===== config.mk =====
export PLATFORM = sky130hd
export DESIGN_NAME = lut_mult_seq_ctrl
export DESIGN_NICKNAME = d
export VERILOG_FILES = /design/src/rtl/lut_mult_seq_ctrl.sv
export SDC_FILE = /design/constraint.sdc
export NUM_CORES = 1
export LEC_CHECK = 0
export BUFFER_PORTS_ARGS = -buffer_cell sky130_fd_sc_hd__buf_2
export CAP_MARGIN = 20
export CORE_ASPECT_RATIO = 0.7
export CORE_MARGIN = 5
export CORE_UTILIZATION = 64
export CTS_CLUSTER_SIZE = 30
export DETAILED_ROUTE_END_ITERATION = 7
export GPL_TIMING_DRIVEN = 0
export PLACE_DENSITY = 0.86
export SYNTH_ARGS = -nofsm -noshare
export SYNTH_HDL_FRONTEND = slang
export SYNTH_SLANG_ARGS = --single-unit

===== constraint.sdc =====
create_clock -name clk -period 9.14 [get_ports clk]
set_input_delay 0 -clock clk [delete_from_list [all_inputs] [get_ports clk]]
set_output_delay 0 -clock clk [all_outputs]
set_load 0.05 [all_outputs]

===== src/rtl/lut_mult_seq_ctrl.sv =====
// lut_multiplier_2b: combinational SIZE x 2-bit product, forced to zero while
// reset is low.
//   reset  active-low reset; M reads 0 while asserted
//   A      SIZE-bit multiplicand
//   B      2-bit multiplier digit
//   M      SIZE+2-bit product A*B
//
// lut_mult_seq_ctrl: sequential SIZE x SIZE unsigned multiplier. It feeds one
// 2-bit digit of B per cycle, LSB digit first, into the shared
// lut_multiplier_2b and shift-adds the partial products into an accumulator.
//   clk    rising-edge clock
//   reset  asynchronous active-low reset
//   start  request a multiply (sampled only in IDLE)
//   A, B   SIZE-bit operands, latched on an accepted start
//   busy   high whenever the state is not IDLE
//   done   one-cycle pulse, P valid while high
//   P      2*SIZE-bit product, held until the next accepted start

module lut_multiplier_2b #(
  parameter int unsigned SIZE = 8
) (
  input  logic            reset,
  input  logic [SIZE-1:0] A,
  input  logic [1:0]      B,
  output logic [SIZE+1:0] M
);

  localparam int unsigned MW = SIZE + 2;

  logic [MW-1:0] a_ext;

  assign a_ext = MW'(A);

  // Digit lookup: 0, A, 2A, 3A
  always_comb begin
    M = '0;
    if (reset) begin
      case (B)
        2'd1:    M = a_ext;
        2'd2:    M = a_ext << 1;
        2'd3:    M = (a_ext << 1) + a_ext;
        default: M = '0;
      endcase
    end
  end

endmodule

module lut_mult_seq_ctrl #(
  parameter int unsigned SIZE = 8
) (
  input  logic              clk,
  input  logic              reset,
  input  logic              start,
  input  logic [SIZE-1:0]   A,
  input  logic [SIZE-1:0]   B,
  output logic              busy,
  output logic              done,
  output logic [2*SIZE-1:0] P
);

  localparam int unsigned PW     = 2 * SIZE;
  localparam int unsigned DIGITS = SIZE / 2;
  localparam int unsigned CW     = (DIGITS > 1) ? $clog2(DIGITS) : 1;
  localparam logic [CW-1:0] LAST = CW'(DIGITS - 1);

  // Odd or too-small widths cannot be split into 2-bit digits
  if ((SIZE % 2) != 0 || SIZE < 2) begin : g_bad_size
    $error("lut_mult_seq_ctrl: SIZE must be even and >= 2");
  end

  typedef enum logic [1:0] {
    IDLE = 2'd0,
    CALC = 2'd1,
    DONE = 2'd2
  } state_t;

  state_t          state;
  logic [SIZE-1:0] a_reg;
  logic [SIZE-1:0] b_reg;
  logic [PW-1:0]   acc;
  logic [CW-1:0]   cnt;

  logic [CW:0]     shamt;
  logic [1:0]      digit;
  logic [SIZE+1:0] term;
  logic [PW-1:0]   acc_next;

  // Bit offset of the current digit is 2*cnt
  assign shamt    = {cnt, 1'b0};
  assign digit    = 2'(b_reg >> shamt);
  assign acc_next = acc + (PW'(term) << shamt);

  lut_multiplier_2b #(
    .SIZE (SIZE)
  ) u_lut (
    .reset (reset),
    .A     (a_reg),
    .B     (digit),
    .M     (term)
  );

  // Control FSM with registered busy/done/P
  always_ff @(posedge clk or negedge reset) begin
    if (!reset) begin
      state <= IDLE;
      a_reg <= '0;
      b_reg <= '0;
      acc   <= '0;
      cnt   <= '0;
      P     <= '0;
      busy  <= 1'b0;
      done  <= 1'b0;
    end else begin
      case (state)
        IDLE: begin
          if (start) begin
            a_reg <= A;
            b_reg <= B;
            acc   <= '0;
            cnt   <= '0;
            P     <= '0;
            busy  <= 1'b1;
            state <= CALC;
          end
        end
        CALC: begin
          acc <= acc_next;
          if (cnt == LAST) begin
            P     <= acc_next;
            done  <= 1'b1;
            state <= DONE;
          end else begin
            cnt <= cnt + CW'(1);
          end
        end
        DONE: begin
          done  <= 1'b0;
          busy  <= 1'b0;
          state <= IDLE;
        end
        default: begin
          done  <= 1'b0;
          busy  <= 1'b0;
          state <= IDLE;
        end
      endcase
    end
  end

endmodule


# Yosys cells after proc, flatten, opt, wreduce, memory -nomap -nowiden
# Index checks and enable logic that the tools add are counted.
# totals
output_inout_bits	18
elab_cells	48
reg_bits	54
# classes
eq_ne	8
n_addsub	3
mux	16
n_shift	2
bitwise	2
reduce_logical	9
# op_table
operator	n
one-hot mux 16 bit (2 select lines)	2
2-to-1 mux 16 bit	2
one-hot mux 10 bit (3 select lines)	1
adder 16 bit	1
left shift 10 x 3 -> 16 bit	1
adder 9 x 8 -> 10 bit	1
2-to-1 mux 10 bit	1
AND reduction 2 bit	5
2-to-1 mux 2 bit	4
one-hot mux 2 bit (2 select lines)	2
right shift 8 x 3 -> 2 bit	1
equality test 2 bit (second input constant)	3
inequality test 2 bit (second input constant)	3
AND reduction 3 bit	2
equality test 2 x 1 -> 1 bit (second input constant)	2
one-hot mux 1 bit (2 select lines)	2
adder 2 x 1 -> 2 bit (second input constant)	1
zero test 2 bit	1
2-to-1 mux 1 bit	2
inverter 1 bit	2
nonzero test 2 bit	1

# Longest topological paths before layout
# depth
ltp_word	8
ltp_mapped	18

# Modules after synthesis
# Synthesis repeated with hierarchy kept, for this count alone.
# unflattened
hier_cells	372
hier_area_um2	3619.7
# by_module_without_submodules
module	instances	area_per_inst_um2	seq_area_each_um2	cells_per_inst
lut_mult_seq_ctrl	1	3062.9	1351.3	301
lut_multiplier_2b	1	556.8	0.0	71

# Least setup slack after synthesis
# Ideal clock, no wire load.
# synth_timing
kind	reg2reg
startpoint	reg cnt[0]
endpoint	reg acc[14]
path_slack_ps	5222
setup_ps	123
path_buffers	2
required_ps	9017
t_arrival_ps	3796
synth_period_minus_slack_ps	3918
stages_incl_launch_ff	17
cell_sequence	dfrtp_1 -> buf_2 -> mux4_2 -> buf_6 -> nor2b_2 -> a22o_1 -> a21oi_1 -> mux2_2 -> o21ai_1 -> ha_1 -> a2111o_1 -> a31o_1 -> a31o_1 -> a221o_1 -> a21oi_2 -> xnor2_1 -> o21ai_1
# synth_between
elab_chain_len	7
elab_cells_between_ends	9
classes_between	add/sub (1); eq/ne (3); shift (2); mux (3)
# synth_rtl
item	line_no	source
start, declared	82	logic [CW-1:0] cnt;
start signal, assigned	134	cnt <= cnt + CW'(1);
right shift 8 x 3 -> 2 bit	91	assign digit = 2'(b_reg >> shamt);
equality test 2 bit or equality test 2 x 1 -> 1 bit (tied branches)	38	case (B)
one-hot mux 10 bit (3 select lines)	38	
2-to-1 mux 10 bit	37	if (reset) begin
left shift 10 x 3 -> 16 bit *	92	assign acc_next = acc + (PW'(term) << shamt);
adder 16 bit *	92	
one-hot mux 16 bit (2 select lines) *	115	case (state)
end signal, assigned	128	acc <= acc_next;
end, declared	81	logic [PW-1:0] acc;
# Every way passes the cells marked *; elsewhere a longest branch is shown, timed or not.
# A chain may end at the register's enable or synchronous reset.

# Final worst setup path
# Ends and elaborated chain as after synthesis.

==> results.toml <==
[routing]
routed.top_layer = "met4"
drt-initial-drc-count = 267
drt-wirelength-per-cell_um = 17.1
via_count = 3001
route.detailed.drc = 0
dr.pass1.iters = 5
postRouteWirelength_um = 8550
drt-vias-per-instance = 6.01
drtAntennaViolNets = 0
routed_met1_length_um = 3770
detailroute.wirelength.met2_um = 4050
met3_length_um = 638

[setup_path]
timing.critical_path.cells = "buf_2 > mux4_2 > buf_6 > nor2b_2 > a22o_1 > a21oi_1 > mux2_2 > o21ai_1 > ha_1 > a2111o_1 > a31o_1 > a31o_1 > a221o_1 > a21oi_2 > xnor2_1 > o21ai_1"
setup.worst_path.start = "cnt[0]"
critical_path.slowest_cell = "sky130_fd_sc_hd__mux4_2"
cp_num_buf_inv = 2
worst-r2r-setup-slack_ns = 4.64
max_stage_delay_ns = 0.62
worst_setup_path_start_kind = "register"
critical_path.max_fanout = 10
worst-setup-path-type = "register to register"
critical_path.endpoint_type = "register"
r2r_end = "acc[14]"
regToRegStartpoint = "cnt[0]"
worst_ep_required_time_ns = 9.35
number_of_cells_on_the_worst_reg_to_reg_path = 16
cpLargestDelayFamily = "compound AO/OA/AOI/OAI gates"
worst-endpoint-arrival_ns = 4.71

[global_route]
grt_pass1_vias = 2960
total_overflow_reported_by_the_global_router = 0
first_pass_grt_wire_length_um = 14300
grt_max_degree = 34
track_usage_pct = 25.6
grt_antenna_before_repair = 0

[sta]
time_the_worst_path_needs_with_i_o_delays_and_setup_ns = 4.50
drv_slew = 0
tightestPinTransition_ns = 0.699
fmax_mhz = 222
report.final.setup_viol = 0
clock-skew-final_ns = 0.0127
timing.max_slew.rel_slack_pct = 53.1
setup_repair_after_global_routing_missed_its_margin = "no"
final-hold-violation-count = 0
final_clock_period_utilization_by_the_worst_path_pct = 49.2
setup_tns_ns = 0

[clock_network]
clk_transition_reported_paths_ns = 0.11
post_cts.repair.setup_buffers = 0
sinks_on_the_clock_net = 54
cts_htree_levels = 2
ctsLongestPathBuffers = 2
cts_tree = "built"
cts-buffers-inserted = 5
cts_hold_repair.buffers = 17
cts-root-buf = "sky130_fd_sc_hd__clkbuf_8"
cts-resized-gates = 0
clk-insertion-delay-late_ns = 0.32

[synth]
synth_seq_area_share_pct = 39.7
main_combinational_cell_family_by_area_after_synthesis = "compound AO/OA/AOI/OAI gates"
postSynthNetCount = 410
synthMuxAreaShare_pct = 7.79
yosys_warnings = 0
ys_seq_elements = 54
synth_compound_gate_area_share_pct = 20.3
postSynth.asyncResetShare_pct = 100
synth.avg_cell_area_um2 = 9.33
synth_enable_flop_cells = 0
synth_simple_gate_area_share_pct = 15.2
yosys.area_share.xor_xnor_pct = 3.86
synthFlopType = "sky130_fd_sc_hd__dfrtp_1"
post_synthesis_instance_area_um2 = 3410
synth_fa_ha_area_share_pct = 9.99
netlist-cell-type-count = 49
synth_cells = 365

[final_layout]
mostFrequentLayoutCell = "sky130_fd_sc_hd__nand2_1"
post_route_cells_drive_above_1_share_pct = 15.9
final.fill_count = 365
syn2layout_area_growth_pct = 17.1
num-nets-final = 471
largest_registers = "P (16), acc (16)"
antenna_cells = 0
commonest_non_fill_non_tap_cells_in_the_layout = "sky130_fd_sc_hd__nand2_1, sky130_fd_sc_hd__dfrtp_1, sky130_fd_sc_hd__buf_2, sky130_fd_sc_hd__ha_1, sky130_fd_sc_hd__nor2_1"

[min_path]
worstHoldPathType = "primary input to async pin"

[floorplan]
core_region_area_um2 = 5200
ioPinCount = 37
design.die.area_um2 = 6900
die_width_um = 97.2
initial_utilization_pct = 65.5
floorplan.rows = 22
die-height_um = 71.0

[run_status]
status = "finished clean"

[place]
number_of_i_o_port_buffers = 36
globalplace.congestion = 0.919
place.detailed.hpwl_um = 5920

[run]
cap_violations = 0
cells by family (layout without fill, tap and decap cells):
logic type / Yosys count / count (layout)
adder cells (fa/ha/maj): 26 / 26
flip-flops: 54 / 54
multiplexers: 22 / 22
buffers and inverters: 26 / 88
AND/OR/NAND/NOR: 117 / 117
XOR/XNOR: 15 / 15
AO/OA/AOI/OAI: 105 / 105
stage by stage:
stage	cells	worst slack, ns	util, %	hold WS (ns)	cell area, um2
detailed placement	474	4.82	71.0	0.0349	3700
floorplan	365	5.22	-	-0.296	3410
global route	499	4.31	76.6	0.275	3990
CTS	499	4.75	76.6	0.211	3990
finish	499	4.64	76.6	0.219	3990
global placement	473	4.89	70.7	0.207	3680
cells in the mapped netlist, types with 2 or more instances:
library cell | number | area share, %
sky130_fd_sc_hd__o21bai_1 | 2 | 0.44
sky130_fd_sc_hd__and2_1 | 2 | 0.37
sky130_fd_sc_hd__a222oi_1 | 2 | 0.59
sky130_fd_sc_hd__inv_1 | 15 | 1.7
sky130_fd_sc_hd__o211ai_1 | 3 | 0.66
sky130_fd_sc_hd__o21ai_1 | 17 | 2.5
sky130_fd_sc_hd__o21ai_0 | 18 | 2.6
sky130_fd_sc_hd__nor3b_1 | 2 | 0.44
sky130_fd_sc_hd__mux2i_1 | 4 | 1.2
sky130_fd_sc_hd__o31ai_1 | 2 | 0.44
sky130_fd_sc_hd__a31o_1 | 2 | 0.51
sky130_fd_sc_hd__nor3_1 | 3 | 0.44
sky130_fd_sc_hd__fa_1 | 2 | 1.2
sky130_fd_sc_hd__a221o_1 | 2 | 0.59
sky130_fd_sc_hd__a22o_1 | 9 | 2.3
sky130_fd_sc_hd__a21boi_0 | 2 | 0.44
sky130_fd_sc_hd__nor2b_1 | 4 | 0.73
sky130_fd_sc_hd__a211oi_1 | 6 | 1.3
sky130_fd_sc_hd__o22ai_1 | 3 | 0.55
sky130_fd_sc_hd__xor2_1 | 6 | 1.5
sky130_fd_sc_hd__o2bb2ai_1 | 2 | 0.51
sky130_fd_sc_hd__or3_1 | 2 | 0.37
sky130_fd_sc_hd__dfrtp_1 | 54 | 40
sky130_fd_sc_hd__clkbuf_1 | 8 | 0.88
sky130_fd_sc_hd__mux2_2 | 16 | 5.3
sky130_fd_sc_hd__and3_1 | 3 | 0.55
sky130_fd_sc_hd__mux4_2 | 2 | 1.3
sky130_fd_sc_hd__nand2b_1 | 7 | 1.3
sky130_fd_sc_hd__o21a_1 | 2 | 0.44
sky130_fd_sc_hd__ha_1 | 24 | 8.8
sky130_fd_sc_hd__a21o_1 | 10 | 2.2
sky130_fd_sc_hd__a31oi_1 | 4 | 0.73
sky130_fd_sc_hd__nand3_1 | 8 | 1.2
sky130_fd_sc_hd__nand2_1 | 62 | 6.8
sky130_fd_sc_hd__a21oi_1 | 14 | 2.1
sky130_fd_sc_hd__xnor2_1 | 9 | 2.3
sky130_fd_sc_hd__nor2_1 | 20 | 2.2
final cells by class:
cell class | count | area (um2) | area share (%)
Buffer | 11 | 50.0 | 1.26
Clock buffer | 6 | 82.6 | 2.07
Clock inverter | 2 | 38.8 | 0.973
Inverter | 15 | 56.3 | 1.41
Multi-Input combinational cell | 285 | 1950 | 48.9
Sequential cell | 54 | 1350 | 33.9
Tap cell | 72 | 90.1 | 2.26
Timing Repair Buffer | 54 | 370 | 9.29
how the worst max path moves through the flow:
stage                    to  slack (ns)  cells past startpoint
global placement      P[14]        4.89                     16
detailed placement    P[14]        4.82                     14
finish              acc[14]        4.64                     16
floorplan           acc[14]        5.22                     16
global route        acc[15]        4.31                     18
CTS                 acc[15]        4.75                     18
metal layers:
metal	vias up	GRT usage (%)
met2	119	43.3
li1	1428	-
met1	1444	35.7
met5	-	0
met3	10	4.33
met4	0	4.05
Power is not shown: default switching activity piles up to over one toggle a cycle in this logic, so the estimate is an artifact.
